**src/rtl/cpu_dma_pkg.sv**
```systemverilog
// Shared types and NES defaults for the 6502 bus master / OAM-DMA engine.
// Imported by cpu_dma_bus_master.
package cpu_dma_pkg;

  typedef enum logic [2:0] {
    IDLE,
    HALT,
    ALIGN,
    READ,
    WRITE
  } state_e;

  localparam logic [15:0] NES_TRIGGER = 16'h4014;
  localparam logic [15:0] NES_DEST    = 16'h2004;
  localparam int          NES_LENGTH  = 256;

endpackage

```
**src/rtl/cpu_dma_bus_master.sv**
```systemverilog
// 6502 bus master: passes the core through, or halts it and copies
// LENGTH bytes from a source page to DEST_ADDR (NES $4014 OAM-DMA).
module cpu_dma_bus_master
  import cpu_dma_pkg::*;
#(
  parameter int                    ADDR_WIDTH   = 16,
  parameter int                    DATA_WIDTH   = 8,
  parameter logic [ADDR_WIDTH-1:0] TRIGGER_ADDR = NES_TRIGGER,
  parameter logic [ADDR_WIDTH-1:0] DEST_ADDR    = NES_DEST,
  parameter int                    LENGTH       = NES_LENGTH,
  parameter int                    DEST_INC     = 0
) (
  input  logic                  i_clk,
  input  logic                  i_reset_n,
  input  logic                  i_cpu_rw,
  input  logic [ADDR_WIDTH-1:0] i_cpu_address,
  input  logic [DATA_WIDTH-1:0] i_cpu_data,
  output logic                  o_rdy,
  output logic                  o_rw,
  output logic [ADDR_WIDTH-1:0] o_address,
  output logic [DATA_WIDTH-1:0] o_data,
  input  logic [DATA_WIDTH-1:0] i_data,
  output logic                  o_busy,
  output logic                  o_done
);

  localparam int IW = $clog2(LENGTH + 1);
  localparam int SH = ADDR_WIDTH - DATA_WIDTH;
  localparam logic [IW-1:0] LAST_IDX = IW'(LENGTH - 1);

  state_e                state_q, state_d;
  logic                  parity_q;
  logic [IW-1:0]         index_q, index_d;
  logic [DATA_WIDTH-1:0] page_q, page_d;
  logic [DATA_WIDTH-1:0] byte_q, byte_d;
  logic                  done_q, done_d;

  logic                  trig;
  logic [ADDR_WIDTH-1:0] src_addr;
  logic [ADDR_WIDTH-1:0] dst_addr;
  logic [ADDR_WIDTH-1:0] dst_ofs;

  assign trig = !i_cpu_rw
             && (i_cpu_address == TRIGGER_ADDR);

  // Source wraps naturally through the truncating add.
  assign src_addr = {page_q, {SH{1'b0}}}
                  + ADDR_WIDTH'(index_q);

  assign dst_ofs  = (DEST_INC != 0)
                  ? ADDR_WIDTH'(index_q)
                  : '0;
  assign dst_addr = DEST_ADDR + dst_ofs;

  always_ff @(posedge i_clk) begin
    if (!i_reset_n) begin
      state_q  <= IDLE;
      parity_q <= 1'b0;
      index_q  <= '0;
      page_q   <= '0;
      byte_q   <= '0;
      done_q   <= 1'b0;
    end else begin
      state_q  <= state_d;
      parity_q <= ~parity_q;
      index_q  <= index_d;
      page_q   <= page_d;
      byte_q   <= byte_d;
      done_q   <= done_d;
    end
  end

  always_comb begin
    state_d = state_q;
    index_d = index_q;
    page_d  = page_q;
    byte_d  = byte_q;
    done_d  = 1'b0;
    unique case (state_q)
      IDLE: begin
        if (trig) begin
          page_d  = i_cpu_data;
          index_d = '0;
          state_d = HALT;
        end
      end
      // parity_q=1 now means the next cycle is an even (get) cycle.
      HALT:  state_d = parity_q ? READ : ALIGN;
      ALIGN: state_d = READ;
      READ: begin
        byte_d  = i_data;
        state_d = WRITE;
      end
      WRITE: begin
        index_d = index_q + 1'b1;
        if (index_q == LAST_IDX) begin
          state_d = IDLE;
          done_d  = 1'b1;
        end else begin
          state_d = READ;
        end
      end
      default: state_d = IDLE;
    endcase
  end

  always_comb begin
    o_rdy     = 1'b1;
    o_busy    = 1'b0;
    o_rw      = i_cpu_rw;
    o_address = i_cpu_address;
    o_data    = i_cpu_data;
    unique case (state_q)
      IDLE: ;
      HALT, ALIGN: begin
        o_rdy  = 1'b0;
        o_busy = 1'b1;
        o_rw   = 1'b1;
        o_data = byte_q;
      end
      READ: begin
        o_rdy     = 1'b0;
        o_busy    = 1'b1;
        o_rw      = 1'b1;
        o_address = src_addr;
        o_data    = byte_q;
      end
      WRITE: begin
        o_rdy     = 1'b0;
        o_busy    = 1'b1;
        o_rw      = 1'b0;
        o_address = dst_addr;
        o_data    = byte_q;
      end
      default: ;
    endcase
  end

  assign o_done = done_q;

endmodule

```
**config.mk**
```make
export PLATFORM = sky130hd
export DESIGN_NAME = cpu_dma_bus_master
export DESIGN_NICKNAME = d
export VERILOG_FILES = /design/src/rtl/cpu_dma_pkg.sv /design/src/rtl/cpu_dma_bus_master.sv
export SDC_FILE = /design/constraint.sdc
export NUM_CORES = 1
export LEC_CHECK = 0
export CAP_MARGIN = 10
export CORE_UTILIZATION = 45
export CTS_CLUSTER_DIAMETER = 100
export DETAILED_ROUTE_END_ITERATION = 8
export PLACE_DENSITY = 0.8
export REMOVE_ABC_BUFFERS = 1
export SETUP_SLACK_MARGIN = 0.5
export SLEW_MARGIN = 20
export SYNTH_ARGS = -nofsm -noshare
export SYNTH_HDL_FRONTEND = slang
export SYNTH_SLANG_ARGS = --single-unit
```
**constraint.sdc**
```tcl
create_clock -name i_clk -period 2.37 [get_ports i_clk]
set_input_delay 0.474 -clock i_clk [delete_from_list [all_inputs] [get_ports i_clk]]
set_output_delay 0.474 -clock i_clk [all_outputs]
set_load 0.005 [all_outputs]
```
==> flow_summary.ini, run 1 <==
[floorplanning]
dieArea_um2 = 4250
pin_count = 63
dieWidth_um = 65.2
num_rows = 22
die_h_um = 65.2
start_util_pct = 48.1
core_um2 = 3740

[global_routing]
antenna_found_initial = 0
grt_use_met3_pct = 6.42
grt_pass1_wl_um = 9030
grt_usage_pct = 27.7
grt_pass1_vias = 1910
grt_max_degree = 28
met1_usage_pct = 32.8
grt-ovfl-total = 0
grt_busiest_layer = met2
gr-usage-met2_pct = 48.3

[placement]
dpl.hpwl_um = 3460
dpl_cell_area_um2 = 2510
io_buffer_count = 62
gp_congestion = 0.912

[critical_path]
crit_arrival_ps = 1660
worstPathCellList = nor2_4, xnor2_4, buf_6, buf_6, mux2_4, buf_6
critPathKind = flop to primary output
worst-path-max-fanout = 4
path_common_cell = buf_6
worstSetupStartpointType = flop
critPathRequiredTime_ps = 1900
cp-end-kind = primary output
max_stage_delay_ps = 360
crit_slowest_cell = dfxtp_4

[yosys]
synthFlopType = dfxtp_1
avgSynthCellArea_um2 = 8.69
synth_edf_count = 0
synth_seq_area_share_pct = 33.4
netlist_instances = 207
synth_warnings = 0
ys_seq_elements = 30
synth.distinct_cells = 47
async_flop_share_pct = 0
syn-cell-area_um2 = 1800

[sta]
post-route-period-util_pct = 89.9
maxSlewHeadroom_pct = 72.8
min_period_ps = 2130
drv_slew = 0
hold_viol_final = 0
setup_viol = 0
rsz0062_at_grt = true
fin_skew_ps = 6.03
max_freq_ghz = 0.469
tightest_slew_ps = 406
tns_ps = 0
hold_slack_ps = 432

[finish]
mostFrequentLayoutCells = 41 x nand2_1, 34 x clkdlybuf4s50_1, 27 x buf_6, 23 x dfxtp_1, 22 x buf_4
area_growth_pct = 67.2
final_common_cell = nand2_1
nNetsFinal = 343
diodes = 0
final_cell_area_um2 = 3010
drive_gt1_share_pct = 39.3

[clock_network]
cts_buffers = 5
h-tree-depth = 2
clockBufferDepth = 2
cts_tree = built
root_buffer = clkbuf_8
clk_pin_slew_ps = 60
clk_latency_ps = 280
clock_sinks = 30

[run_status]
outcome = finished clean

[route]
drt_wl_total_um = 6190
ant_nets = 0
wl_per_cell_um = 17.5
drt-initial-drc-count = 145
viasPerCell = 5.52
route.detailed.drc = 0
drtPass1Iterations = 4
via_count = 1950

[power]
peakVddDrop_uv = 413
power_leakage_nw = 1.26
power_density_nw_per_um2 = 491
p_total_w = 0.00148

[min_path]
hold_class = flop to flop

[run]
maxCapViolations = 0
==> power by group <==
group / internal (W) / leakage [nW] / total, W / switching, W
clock network: 0.000234 / 0.0482 / 0.000425 / 0.000191
registers: 0.000512 / 0.247 / 0.000523 / 0.0000113
logic: 0.000338 / 0.968 / 0.000529 / 0.000191
==> cell usage after synthesis (2+ instances only) <==
master	count	area share, %
ha_1	4	2.8
and3_1	4	1.4
inv_1	4	0.83
nor2_1	9	1.9
and4_1	2	0.97
dfxtp_1	30	33
nand3_1	8	2.2
buf_4	4	1.7
a21oi_1	11	3.1
buf_6	3	1.9
nor3_1	5	1.4
clkbuf_1	5	1.0
xnor2_1	4	1.9
nor2_4	2	1.3
a22o_1	14	6.8
mux2_2	8	5.0
o31ai_1	3	1.3
o211ai_1	3	1.3
nor4b_1	3	1.5
and2_1	2	0.70
xor2_1	4	1.9
nand2_1	41	8.6
o21ai_0	2	0.56
mux2i_1	9	5.0
==> per-stage QoR <==
| stage | util, % | instances | setup slack (ps) |
|---|---|---|---|
| floorplan | - | 193 | 282 |
| CTS | 77.4 | 346 | 251 |
| global route | 80.4 | 353 | 200 |
| detailed placement | 66.9 | 319 | 69.7 |
| global placement | 66.9 | 319 | 128 |
| finish | 80.4 | 353 | 240 |
==> area by class of cell <==
cell class / instances / area, µm²
Sequential cell: 30 / 619
Tap cell: 48 / 60.1
Timing Repair Buffer: 104 / 952
Fill cell: 242 / 734
Multi-Input combinational cell: 158 / 1270
Inverter: 5 / 18.8
Clock buffer: 7 / 86.3
Clock inverter: 1 / 5.00
==> flip-flops by register name, indices dropped and copies added (netlist names) <==
signal    cells
byte_q        8
state_q       3
page_q        8
o_done        1
parity_q      1
index_q       9
==> worst max-delay path, delay by kind of cell, from the launching register on <==
kind	cells	cell delay [ps]
flip-flops	1	360
multiplexers	1	300
XOR/XNOR	1	160
buffers and inverters	3	380
AND/OR/NAND/NOR	1	170
==> kinds of logic (layout without fill, tap and decap cells) <==
family,after synthesis,after routing,synth area share (%)
simple gates,87,87,25.9
fa+ha+maj,4,4,2.78
flops,30,30,33.4
buf+inv,19,117,6.95
mux,17,17,10.0
xor+xnor,8,8,3.89
compound gates,42,42,17.0
==> worst paths after layout <==
check | startpoint | cells after the start | endpoint | slack, ps
setup / recovery | state_q[0] | 6 | o_data[2] | 240
hold / removal | parity_q | 1 | parity_q | 430
setup reg to reg | index_q[0] | 8 | state_q[0] | 540
hold reg to reg | parity_q | 1 | parity_q | 430
==> repair_timing <==
| item | in CTS | in global routing |
|---|---|---|
| pin swaps | 19 | 15 |
| endpoints found under the hold margin | 0 | 0 |
| cloned | 1 | 0 |
| setup endpoints to repair | 39 | 32 |
| setup buffers | 18 | 7 |
| hold buffers | 0 | 0 |
| gates resized for setup | 172 | 17 |
==> metal layers <==
metal / part of all wire [%] / routed length (µm)
met1: 41 / 2530
met2: 49 / 3050
met3: 6.8 / 420
met4: 3.1 / 193
met5: 0 / 0
Power figures use the tool's default switching activity.
==> inputs of run 2 (changes only) <==
--- a/config.mk
+++ b/config.mk
@@ -9,6 +9,7 @@
 export CORE_UTILIZATION = 45
 export CTS_CLUSTER_DIAMETER = 100
 export DETAILED_ROUTE_END_ITERATION = 8
+export MAX_ROUTING_LAYER = met4
 export PLACE_DENSITY = 0.8
 export REMOVE_ABC_BUFFERS = 1
 export SETUP_SLACK_MARGIN = 0.5
==> flow_summary.ini, run 2 (same netlist as run 1, synthesis figures left out) <==
[run_status]
outcome = finished clean

[critical_path]
reg2reg_slack_ps = 540
r2r-start = index_q[0]
r2r_cells = 8
critPathRequiredTime_ps = 1900
critPathKind = flop to primary output
r2r_end = state_q[0]
crit_start = state_q[0]
crit_slowest_cell = dfxtp_4
worstSetupStartpointType = flop
endpoint = o_address[4]
crit_arrival_ps = 1650
max_stage_delay_ps = 360
worst-path-max-fanout = 8
worstPathCellList = buf_6, nor3b_4, nor2_4, buf_12, buf_4, a22o_1, buf_2
cp-end-kind = primary output

[sta]
rsz0062_at_grt = true
maxSlewHeadroom_pct = 72.9
fin_skew_ps = 7.02
hold_viol_final = 0
tns_ps = 0
setup_viol = 0
hold_slack_ps = 432
min_period_ps = 2130
tightest_slew_ps = 405
post-route-period-util_pct = 89.8
max_freq_ghz = 0.470
drv_slew = 0

[route]
route.detailed.drc = 0
drt_wl_total_um = 6200
via_count = 1990
viasPerCell = 5.64
wl_per_cell_um = 17.6
drt-initial-drc-count = 143
drtPass1Iterations = 4
ant_nets = 0

[finish]
nNetsFinal = 343
top_regs = index_q: 9 flops, byte_q: 8 flops, page_q: 8 flops
final_common_cell = nand2_1
mostFrequentLayoutCells = 41 x nand2_1, 34 x clkdlybuf4s50_1, 27 x buf_6, 23 x dfxtp_1, 22 x buf_4
area_growth_pct = 67.2
largest_register = index_q
final_util_pct = 80.4
largest_register_ffs = 9
drive_gt1_share_pct = 39.3
diodes = 0

[global_routing]
antenna_found_initial = 0
grt-ovfl-total = 0
grt_pass1_vias = 1911
grt_pass1_wl_um = 9020
grt_usage_pct = 28.4
grt_max_degree = 28

[min_path]
hold_class = flop to flop

[clock_network]
clockBufferDepth = 2
clk_latency_ps = 280
clock_sinks = 30
hold_buffers = 0
cts_buffers = 5
cts_tree = built
root_buffer = clkbuf_8
h-tree-depth = 2
clk_pin_slew_ps = 60

[floorplanning]
die_h_um = 65.2
dieArea_um2 = 4250
dieWidth_um = 65.2
start_util_pct = 48.1
core_um2 = 3740
num_rows = 22
pin_count = 63

[placement]
gp_congestion = 0.927
io_buffer_count = 62
dpl.hpwl_um = 3460

[run]
maxCapViolations = 0

[power]
peakVddDrop_uv = 413
power_leakage_nw = 1.26
power_density_nw_per_um2 = 490
## run 2: what timing repair did
item / in CTS / in global routing
gates resized for setup: 172 / 17
setup buffers: 18 / 7
endpoints found under the setup margin: 39 / 32
cloned: 1 / 0
pin swaps: 19 / 15
## run 2: how the worst min path moves through the flow
stage                     to  slack, ps     start  cells past startpoint
floorplan           parity_q        390  parity_q                      1
global placement    parity_q        410  parity_q                      1
detailed placement  parity_q        420  parity_q                      1
CTS                 parity_q        430  parity_q                      1
global route        parity_q        460  parity_q                      1
finish              parity_q        430  parity_q                      1
## run 2: through the flow
| step | worst slack, ps | area [µm²] | std cells | power (W) |
|---|---|---|---|---|
| 2_1_floorplan | 282 | 1690 | 193 | 0.000653 |
| 3_5_place_dp | 69.7 | 2510 | 319 | 0.000881 |
| 3_3_place_gp | 128 | 2510 | 319 | 0.000878 |
| 6_report | 242 | 3010 | 353 | 0.00148 |
| 5_1_grt | 200 | 3010 | 353 | 0.00153 |
| 4_1_cts | 251 | 2900 | 346 | 0.00143 |
## run 2: report_power, final
part           total [W]  switching (W)  internal (W)  leakage [nW]
logic           0.000529       0.000191      0.000338         0.968
clock network   0.000424       0.000190      0.000234        0.0482
registers       0.000523      0.0000109      0.000512         0.247
## run 2: final cells by class
class,count,area [µm²]
clock buffer,7,86.3
clock inverter,1,5.00
fill,242,734
inverter,5,18.8
multi-input combinational,158,1270
sequential,30,619
tap,48,60.1
timing repair buffer,104,952
## run 2: worst max-delay path: cells and delay by family, from the launching register on
| kind | cells | cell delay, ps |
|---|---|---|
| simple gates | 2 | 310 |
| compound gates | 1 | 170 |
| buf+inv | 4 | 520 |
| flops | 1 | 360 |
## run 2: routing by layer
layer	GRT usage (%)	up-vias	share of wire [%]
li1	-	935	-
met1	32.9	934	41
met2	48.3	99	49
met3	6.08	22	7.2
met4	9.78	0	3.3
met5	-	-	0
